==> config.mk <==
export PLATFORM = sky130hd
export DESIGN_NAME = bram_port_arbiter
export DESIGN_NICKNAME = d
export VERILOG_FILES = /design/src/rtl/bram_port_arbiter.sv
export SDC_FILE = /design/constraint.sdc
export NUM_CORES = 1
export LEC_CHECK = 0
export BUFFER_PORTS_ARGS = -buffer_cell sky130_fd_sc_hd__clkbuf_2
export CORE_MARGIN = 2
export CORE_UTILIZATION = 40
export CTS_BUF_LIST = sky130_fd_sc_hd__clkbuf_8
export DETAILED_ROUTE_END_ITERATION = 10
export GPL_TIMING_DRIVEN = 0
export HOLD_SLACK_MARGIN = 0.15
export PLACE_DENSITY = 0.95
export SLEW_MARGIN = 20
export SYNTH_ARGS = -nofsm -noshare
export SYNTH_HDL_FRONTEND = slang
export SYNTH_SLANG_ARGS = --single-unit
==> constraint.sdc <==
create_clock -name clk -period 5.7 [get_ports clk]
set_clock_uncertainty 0.2 [all_clocks]
set_input_delay 1.14 -clock clk [delete_from_list [all_inputs] [get_ports clk]]
set_output_delay 1.14 -clock clk [all_outputs]
set_load 0.01 [all_outputs]
==> src/rtl/bram_port_arbiter.sv <==
// Two-requester round-robin arbiter in front of a single-port block RAM.
// Ownership is granted per burst; read returns are tagged with the issuing requester.
module bram_port_arbiter #(
    parameter int AW        = 7,
    parameter int DW        = 16,
    parameter int RD_LAT    = 1,
    parameter int MAX_BURST = 100
) (
    input  logic          clk,
    input  logic          rst_n,
    input  logic          req0,
    input  logic          req1,
    input  logic          we0,
    input  logic          we1,
    input  logic [AW-1:0] addr0,
    input  logic [AW-1:0] addr1,
    input  logic [DW-1:0] wdata0,
    input  logic [DW-1:0] wdata1,
    input  logic          last0,
    input  logic          last1,
    output logic          gnt0,
    output logic          gnt1,
    output logic          rvalid0,
    output logic          rvalid1,
    output logic [DW-1:0] rdata,
    output logic          ram_en,
    output logic          ram_we,
    output logic [AW-1:0] ram_addr,
    output logic [DW-1:0] ram_din,
    input  logic [DW-1:0] ram_dout
);

    typedef enum logic [1:0] {IDLE, OWN0, OWN1} state_t;

    localparam logic [7:0] LAST_BEAT = 8'(MAX_BURST - 1);

    state_t             state_reg, state_next;
    logic               rr_ptr_reg, rr_ptr_next;
    logic [7:0]         beat_cnt_reg, beat_cnt_next;
    logic [RD_LAT-1:0]  tag_valid_reg, tag_valid_next;
    logic [RD_LAT-1:0]  tag_id_reg, tag_id_next;

    logic owner_is1;
    logic accept;
    logic cur_we;
    logic cur_last;
    logic other_req;
    logic release_beat;

    assign gnt0      = (state_reg == OWN0);
    assign gnt1      = (state_reg == OWN1);
    assign owner_is1 = (state_reg == OWN1);

    assign accept    = (gnt0 && req0) || (gnt1 && req1);
    assign cur_we    = owner_is1 ? we1   : we0;
    assign cur_last  = owner_is1 ? last1 : last0;
    assign other_req = owner_is1 ? req0  : req1;

    // Forced release on the MAX_BURST-th beat keeps a stuck requester from starving the other.
    assign release_beat = accept && (cur_last || (beat_cnt_reg == LAST_BEAT));

    assign ram_en   = accept;
    assign ram_we   = accept && cur_we;
    assign ram_addr = owner_is1 ? addr1  : addr0;
    assign ram_din  = owner_is1 ? wdata1 : wdata0;

    always_comb begin
        state_next    = state_reg;
        rr_ptr_next   = rr_ptr_reg;
        beat_cnt_next = beat_cnt_reg;
        case (state_reg)
            IDLE: begin
                if (req0 && req1)
                    state_next = rr_ptr_reg ? OWN1 : OWN0;
                else if (req0)
                    state_next = OWN0;
                else if (req1)
                    state_next = OWN1;
            end
            OWN0, OWN1: begin
                if (release_beat) begin
                    rr_ptr_next   = ~owner_is1;
                    beat_cnt_next = 8'd0;
                    if (other_req)
                        state_next = owner_is1 ? OWN0 : OWN1;
                    else
                        state_next = IDLE;
                end else if (accept) begin
                    beat_cnt_next = beat_cnt_reg + 8'd1;
                end
            end
            default: state_next = IDLE;
        endcase
    end

    // Read tag pipeline: stage 0 captures the accepted beat, the last stage lines up with ram_dout.
    assign tag_valid_next[0] = accept && !cur_we;
    assign tag_id_next[0]    = owner_is1;

    generate
        for (genvar gi = 1; gi < RD_LAT; gi++) begin : g_tag_shift
            assign tag_valid_next[gi] = tag_valid_reg[gi-1];
            assign tag_id_next[gi]    = tag_id_reg[gi-1];
        end
    endgenerate

    always_ff @(posedge clk or negedge rst_n) begin
        if (!rst_n) begin
            state_reg     <= IDLE;
            rr_ptr_reg    <= 1'b0;
            beat_cnt_reg  <= 8'd0;
            tag_valid_reg <= '0;
            tag_id_reg    <= '0;
        end else begin
            state_reg     <= state_next;
            rr_ptr_reg    <= rr_ptr_next;
            beat_cnt_reg  <= beat_cnt_next;
            tag_valid_reg <= tag_valid_next;
            tag_id_reg    <= tag_id_next;
        end
    end

    assign rvalid0 = tag_valid_reg[RD_LAT-1] && !tag_id_reg[RD_LAT-1];
    assign rvalid1 = tag_valid_reg[RD_LAT-1] &&  tag_id_reg[RD_LAT-1];
    assign rdata   = ram_dout;

endmodule

After elaboration in Yosys (flattened, before gate mapping) --
Cells that the tools add are included.
Storage, ports and cells: bits in registers 13, word-level logic and storage cells 45
Cells by class: $add $sub $neg 1, eq/ne operators 5, mux-type cells 15, bitwise operators 1, reduce and logical (&&, ||, !) cells 18
Operators by type and width (number):
- two-way mux 16 bit | 1
- two-way mux 8 bit | 2
- two-way mux 2 bit | 7
- adder 8 x 1 -> 8 bit, second input constant | 1
- == test 8 x 7 -> 1 bit, second input constant | 1
- logical AND 1 bit | 8
- two-way mux 7 bit | 1
- AND reduction 2 bit | 3
- != test 4 bit, second input constant | 1
- one-hot mux 2 bit (2 select lines) | 1
- two-way mux 1 bit | 3
- == test 2 x 1 -> 1 bit, second input constant | 1
- == test 2 bit, second input constant | 1
- zero test 1 bit | 2
- zero test 2 bit | 1
- logical OR 1 bit | 2
- != test 2 bit, second input constant | 1
- nonzero test 2 bit | 1
- OR reduction 2 bit | 1
- NOT 1 bit | 1

Logic depth before layout (Yosys ltp) --
Gate-level depths: netlist (run 1).
depth in word-level cells 6, depth in mapped cells 7, depth with buffers taken out 7

Worst setup path after synthesis (run 1) --
OpenSTA, ideal clock, no wires.
path kind reg2out, start reg state_reg[0], end out ram_addr[1], arrival time 1.799 ns, required time 4.360 ns, slack 2.561 ns, stages on the path, launching flop included 6, buffers on the path 2, path through dfrtp_1 > inv_1 > ha_1 > clkbuf_1 > buf_1 > mux2_2
On the way: word-level cells in the longest chain between the ends 2
Ends and longest elaborated chain:
- start: declaration | RTL line 37 | state_t state_reg, state_next;
- start signal: assignment | RTL line 115 | state_reg <= state_next;
- == test 2 bit
- net gnt1 | RTL line 22 | output logic gnt1,
- two-way mux 7 bit | RTL line 64 | assign ram_addr = owner_is1 ? addr1 : addr0;
- end: declaration | RTL line 28 | output logic [AW-1:0] ram_addr,
The timed path passes the listed nets, and every way through them passes these cells.

Final worst setup path (run 1) --
start reg state_reg[0], end out ram_addr[3]
On the way: word-level cells in the longest chain between the ends 2
Ends and longest elaborated chain:
- == test 2 bit | RTL line 52 | assign owner_is1 = (state_reg == OWN1);
- two-way mux 7 bit | RTL line 64
No other way between the ends.

==> results.md, run 1 <==
- # diodes: 0
- Multi-input gate area: between 700 and 800 um2
- Total I/O pin count: 115
- Yosys top cell area share: between 20 and 30%
- Largest net degree at the start of global routing: 14
- Routed wire length: around 3200 um
- Leakage: 0.9491 nW
- Cell variety after synth: 30
- Reg2Reg Depth: 7
- Highest metal used: met4
- TritonCTS clock tree: yes
- Slew margin rel.: 59.87%
- Pre-antenna DRT Iters: 4
- Syn_area_per_cell: 9.710 um2
- Post-synthesis sequential area ratio: between 20% and 30%
- CP Capture Point: ram_addr[3]
- Port bufs: 98
- Top Family by Delay on Critical Path: buffers and inverters
- RD Place Congestion: ~0.84
- Clk_lat worst skew: 0.24 ns
- DRC violation total after the first TritonRoute iteration: 30
- Critical Path Sink Type: output pin
- Synth Instances: 121
- Global router's overall resource usage: 17.46%
- Die Width: 58.20 um
- Worst EP arrival: 2.35 ns
- Top post-synthesis cells by area: dfrtp_1 28%, mux2_2 22%, buf_4 10%
- Min Clock Period, post-route: 3.685 ns
- Core area: 2781 um2
- Post-CTS Setup Inserts: 0
- Hold Crit Depth: 2
- Vias: 1236
- Cells after DPL: 250
- Commonest register cell after synthesis: dfrtp_1
- Req. time, crit path: about 4.4 ns
- Clock-pin slew on the worst setup and hold paths: around 0.06 ns
- Max Buffers Root-to-Sink: 2
- Synth async-reset ratio: between 90% and 100%
- Crit path largest cell delay: around 0.47 ns
- Largest register FFs: 8
- Final ANT Viol Nets: 0
- Number of synthesized flops with an enable pin: 0
- Slew Viols, Final: 0
- R2R setup slack: 3.29 ns
- M1 WL: 1072 um
- RSZ-0062 raised after global routing: no
- Hold Vio Cnt, Final: 0
- Filler instances: roughly 240
- Htree depth: 1
- DRC Markers: 0
- FF+latch count, synth: 13
- Seq. cell area: 325.3 um2
- CTS root buf: clkbuf_8
- DP Worst Slack: between 2 and 2.5 ns
- CP bufs+invs: 4
- Sw Share: 41.91%
- Final worst setup slack: just over 2 ns
- Worst Max-Slew Pin Slew: 0.6020 ns
- Met2 WL post-DR: 1812 um
- Clk sinks: 13
- Clk pwr share: 13.4%
- Crit path depth: 6
- Synth cell count leaders: 23 x mux2_2, 16 x buf_4, 13 x dfrtp_1, 10 x nor2_1, 9 x nand2_1
- Area delta synth->final: 48.88%
- Worst Path Max Fanout: 10
- Gate power share: 64.5%
- Critical path's slowest cell: buf_1
- Die area: 3387 um2
- Critical-path cell list: inv_1 -> ha_1 -> clkbuf_1 -> buf_1 -> mux2_2 -> clkbuf_2
- Ys Warns: 0
- Post-synthesis net count: 197
- R2r endpoint: state_reg[0]
- Psw: about 0.00025 W
- Most frequent cell after synthesis: mux2_2
- Maximum vdd drop: 353.5 uV
- Die Span Y: 58.20 um
- RR Startpoint: state_reg[0]
- # resized after CTS: 0
- DP HPWL: 2751 um
- Yosys top cell by area: dfrtp_1
- Min Hold Slack: roughly 0.34 ns
- Initial Utilization: a little over two fifths
- Final period util: 64.65%
- Cell internal pwr: between 0.0003 and 0.0004 W
- TritonCTS Buffers: 3
- Hold Buf Count CTS: 0
- Vias in the first global route: 1117
- Worst min-delay path class: flop to flop
- Initial antenna violation count: 0
- Post-DR vias/cell: 4.866
- Setup crit start: state_reg[0]
- Worst Setup Path Type: flop to output pin
- Final setup fails: 0
- First-pass GRT wire length: 4574 um
- Post-Route Setup TNS: 0 ns
- Nature of the critical path startpoint: flop
- Reg power frac: 22.1%
- PD cells: 346.0 nW/um2
- Final-stage net count: 300
- Layout cells sized above 1: 65.47%
- Status: finished clean
- F_max: 271.4 MHz
- Max-cap check violation count: 0
- Routed wl met3: 235 um
- Synthesized area: 1175 um2
- Wirelength per Cell: 12.43 um
- Finished Layout Cells: 254
- FP Rows: 19
- GRT overflow: 0
how the worst min path moves through the flow:
| stage | endpoint | from | slack, ns |
|---|---|---|---|
| 4_1_cts | rr_ptr_reg | rr_ptr_reg | 0.34 |
| 3_5_place_dp | rr_ptr_reg | rr_ptr_reg | 0.32 |
| 2_1_floorplan | beat_cnt_reg[1] | beat_cnt_reg[1] | 0.28 |
| 3_3_place_gp | beat_cnt_reg[1] | beat_cnt_reg[1] | 0.30 |
| 6_report | rr_ptr_reg | rr_ptr_reg | 0.34 |
| 5_1_grt | beat_cnt_reg[6] | beat_cnt_reg[6] | 0.38 |
cell type report:
type                    count  share of cell area (%)
plain buffers              20                   7.725
clock buffers               3                   2.361
clock inverters             1                  0.2146
inverters                   3                  0.6438
multi-input cells          85                   40.20
flip-flops and latches     13                   18.60
well taps                  31                   2.217
repair buffers             98                   28.04
per-layer routing:
metal	up-vias	track usage [%]
met1	555	17.64
met2	64	34.90
met4	0	6.645
met3	6	2.902
li1	611	-
met5	-	0
layout by cell type (no fill, tap or decap):
cell      netlist  final
buf_4          16     16
nor2_4          1      1
nand4_1         2      2
xor2_1          1      1
or4b_4          1      1
nor3_1          2      2
ha_1            6      6
mux2_1          2      2
clkbuf_1        3      3
inv_1           3      4
and2_1          2      2
nand3_1         3      3
nand2_1         9      9
dfrtp_1        13     13
xnor2_1         5      5
a32oi_1         1      1
a21oi_1         2      2
clkbuf_8        0      3
mux2_2         23     23
nand2_2         1      1
o21ai_0         3      3
o311ai_4        1      1
nor4_1          1      1
a21bo_2         1      1
buf_1           1      1
o31ai_1         1      1
mux2i_1         2      2
a22oi_1         2      2
o31a_2          1      1
nor2b_1         2      2
clkbuf_2        0     98
nor2_1         10     10
power by group through the flow:
stage / Sequential [W] / Combinational (W) / Clock, W
global placement: 0.000133 / 0.000382 / 0
CTS: 0.000134 / 0.000395 / 0.0000824
finish: 0.000134 / 0.000391 / 0.0000809
floorplan: 0.000131 / 0.000274 / 0
detailed placement: 0.000135 / 0.000394 / 0
global route: 0.000138 / 0.000428 / 0.0000867
tightest hold or removal path: cells and delay by family (launching register included):
family	cells	cell delay, ns
flip-flops	1	0.35
AO/OA/AOI/OAI	2	0.16
logic make-up after synthesis:
kind of cell,share of synthesized area (%)
AND/OR/NAND/NOR,14.59
adder cells (fa/ha/maj),6.390
multiplexers,25.67
flip-flops,27.69
AO/OA/AOI/OAI,8.733
buffers and inverters,12.46
XOR/XNOR,4.473
per-stage QoR:
step	util, %	total power, W	instance area (um2)
finish	62.89	0.0006053	1749
global route	62.89	0.0006531	1749
CTS	62.89	0.0006116	1749
detailed placement	61.27	0.0005287	1704
global placement	61.27	0.0005158	1704
floorplan	-	0.0004047	1175
Note: power is estimated with default switching activity, not from simulation.
==> inputs of run 2 (changes only) <==
- CORE_UTILIZATION: 40 -> 34
- PLACE_DENSITY: 0.95 -> 0.86
- clock period: 5.7 -> 3 ns (I/O delays scaled with it)
==> run 2 against run 1 <==
Against the previous run:
- first-iteration DRC count down 20%
- clock-buffer cell count unchanged
- setup slack worse by 1.9 ns
- cell count up 5.9%
- via count down 1.5%
- flip-flop and latch count unchanged
- core utilization down 9.6 points
- sequential share of layout area down 0.29 points
- largest cell class unchanged
- largest power group unchanged
==> results.md, run 2 (synthesis results as in run 1) <==
- Worst min-delay path class: flop to flop
- Critical-path cell list: inv_1 -> ha_1 -> clkbuf_2 -> mux2_2 -> clkbuf_2
- Critical path's slowest cell: ha_1
- Largest net degree at the start of global routing: 14 (unchanged)
- DRC Markers: 0 (unchanged)
- FP Rows: 21 (+2)
- GRT overflow: 0 (unchanged)
- Worst Path Max Fanout: 11 (+1)
- Htree depth: 1 (unchanged)
- DP HPWL: 2747 um (-0.12%)
- Clk_lat worst skew: 0.24 ns (about the same)
- RR Startpoint: state_reg[0]
- Clock-pin slew on the worst setup and hold paths: 0.05 ns (about the same)
- Min Hold Slack: 0.3143 ns (-0.02085 ns)
- Worst EP arrival: 2.05 ns (-0.30 ns)
- Reg2Reg Depth: 6 (-1)
- Slew margin rel.: 60.08% (+0.21 points)
- Vias in the first global route: 1129 (+1.1%)
- CP Capture Point: ram_din[10]
- Most common cell on crit path: clkbuf_2
- Post-Route Setup TNS: 0 ns (unchanged)
- Final-stage net count: 300 (unchanged)
- Post-Place Cell Area: 1723 um2 (+1.1%)
- Wirelength per Cell: 11.64 um (-6.4%)
- Final instance area: 1777 um2 (+1.6%)
- Critical Path Sink Type: output pin
- Pre-antenna DRT Iters: 4 (unchanged)
- Req. time, crit path: 2.20 ns (-2.16 ns)
- Nature of the critical path startpoint: flop
- Crit path largest cell delay: 0.44 ns (-0.03 ns)
- Max Buffers Root-to-Sink: 2 (unchanged)
- Filler instances: 311 (+32%)
- PD cells: 649.0 nW/um2 (+88%)
- Largest register FFs: 8 (unchanged)
- Initial antenna violation count: 0 (unchanged)
- Final worst setup slack: 0.1538 ns (-1.861 ns)
- R2r endpoint: state_reg[0]
- Most common cell after layout, fill and taps aside: clkbuf_2
- RD Place Congestion: 0.8295 (-1.6%)
- Routed wire length: 3132 um (-0.82%)
- Vias: 1218 (-1.5%)
- Final setup fails: 0 (unchanged)
- Final period util: between 90% and 100%
- TritonCTS Buffers: 3 (unchanged)
- F_max: 351.3 MHz
- TritonCTS clock tree: yes
- Max-cap check violation count: 0 (unchanged)
- Leakage: 0.9589 nW (+1.0%)
- DP Worst Slack: 0.05695 ns (-2.147 ns)
- Clk sinks: 13 (unchanged)
- Crit path depth: 5 (-1)
- Post-DR vias/cell: 4.528 (-7.0%)
- Hold Vio Cnt, Final: 0 (unchanged)
- RSZ-0062 raised after global routing: no
- Global router's overall resource usage: 15.65% (-1.8 points)
- Die area: 3942 um2 (+16%)
- Area delta synth->final: 51.22%
- # diodes: 0 (unchanged)
- Top Family by Delay on Critical Path: buffers and inverters
- CTS root buf: clkbuf_8
- Setup crit start: state_reg[0]
- Status: finished clean
- Total I/O pin count: 115 (unchanged)
- Slew Viols, Final: 0 (unchanged)
- Most frequent cells in the layout: 99 x clkbuf_2, 23 x mux2_2, 16 x buf_4
- First-pass GRT wire length: 5002 um (+9.4%)
- Initial Utilization: 35.21% (-7.0 points)
- Worst Setup Path Type: flop to output pin
- R2R setup slack: 0.73 ns (-2.56 ns)
- Core area: 3337 um2 (+20%)
- Maximum vdd drop: 387.4 uV (+9.6%)
- CP bufs+invs: 3 (-1)
- Worst Max-Slew Pin Slew: 0.5989 ns (-0.003124 ns)
- Port bufs: 98 (unchanged)
- DRC violation total after the first TritonRoute iteration: 24 (-20%)
- Die Width: 62.79 um (+7.9%)
- Final ANT Viol Nets: 0 (unchanged)
- Die Span Y: 62.79 um (+7.9%)
- Layout cells sized above 1: 66.37% (+0.90 points)
- Min Clock Period, post-route: 2.846 ns
- Pwr Total: 0.001153 W (+91%)
run 2: final cells by class:
cell class,instances,area (um2),share of cell area (%)
flip-flops and latches,13,325.3,18.31
plain buffers,19,133.9,7.535
well taps,46,57.56,3.239
inverters,3,11.26,0.6338
multi-input cells,85,703.2,39.58
clock inverters,1,3.754,0.2113
repair buffers,99,500.5,28.17
clock buffers,3,41.29,2.324
run 2: how the worst min path moves through the flow:
stage | depth (start not counted) | to | start | slack [ns]
5_1_grt | 2 | beat_cnt_reg[1] | beat_cnt_reg[1] | 0.35
3_5_place_dp | 1 | beat_cnt_reg[2] | rst_n | 0.31
2_1_floorplan | 0 | beat_cnt_reg[0] | rst_n | 0.10
3_3_place_gp | 2 | rr_ptr_reg | rr_ptr_reg | 0.30
6_report | 2 | beat_cnt_reg[1] | beat_cnt_reg[1] | 0.31
4_1_cts | 2 | beat_cnt_reg[1] | beat_cnt_reg[1] | 0.32
run 2: tightest hold or removal path: stages (launching register included):
cell     delay [ns]
dfrtp_1        0.36
nand2_1        0.05
o21ai_0        0.07
run 2: power breakdown:
group / switching, W / internal, W
logic: 0.000386 / 0.000361
registers: 0.0000325 / 0.000219
clock network: 0.0000635 / 0.0000904
total: 0.000482 / 0.000671
run 2: repair_timing:
item                                   4_1_cts  5_1_grt
setup buffers                                0        0
endpoints found under the hold margin       13        0
hold buffers                                 1        0
gates resized for setup                      2        0
setup endpoints to repair                   20        0
run 2: stage by stage:
step / instances / util (%)
2_1_floorplan: 121 / -
3_3_place_gp: 265 / 51.63
3_5_place_dp: 265 / 51.63
4_1_cts: 269 / 53.24
5_1_grt: 269 / 53.24
6_report: 269 / 53.24
run 2: routing by layer:
| metal | share of wire (%) | track usage [%] | vias to the layer above |
|---|---|---|---|
| li1 | - | - | 613 |
| met1 | 38 | 17.52 | 546 |
| met2 | 53 | 28.90 | 54 |
| met3 | 7.3 | 3.784 | 5 |
| met4 | 1.2 | 5.000 | 0 |
| met5 | 0 | 0 | - |
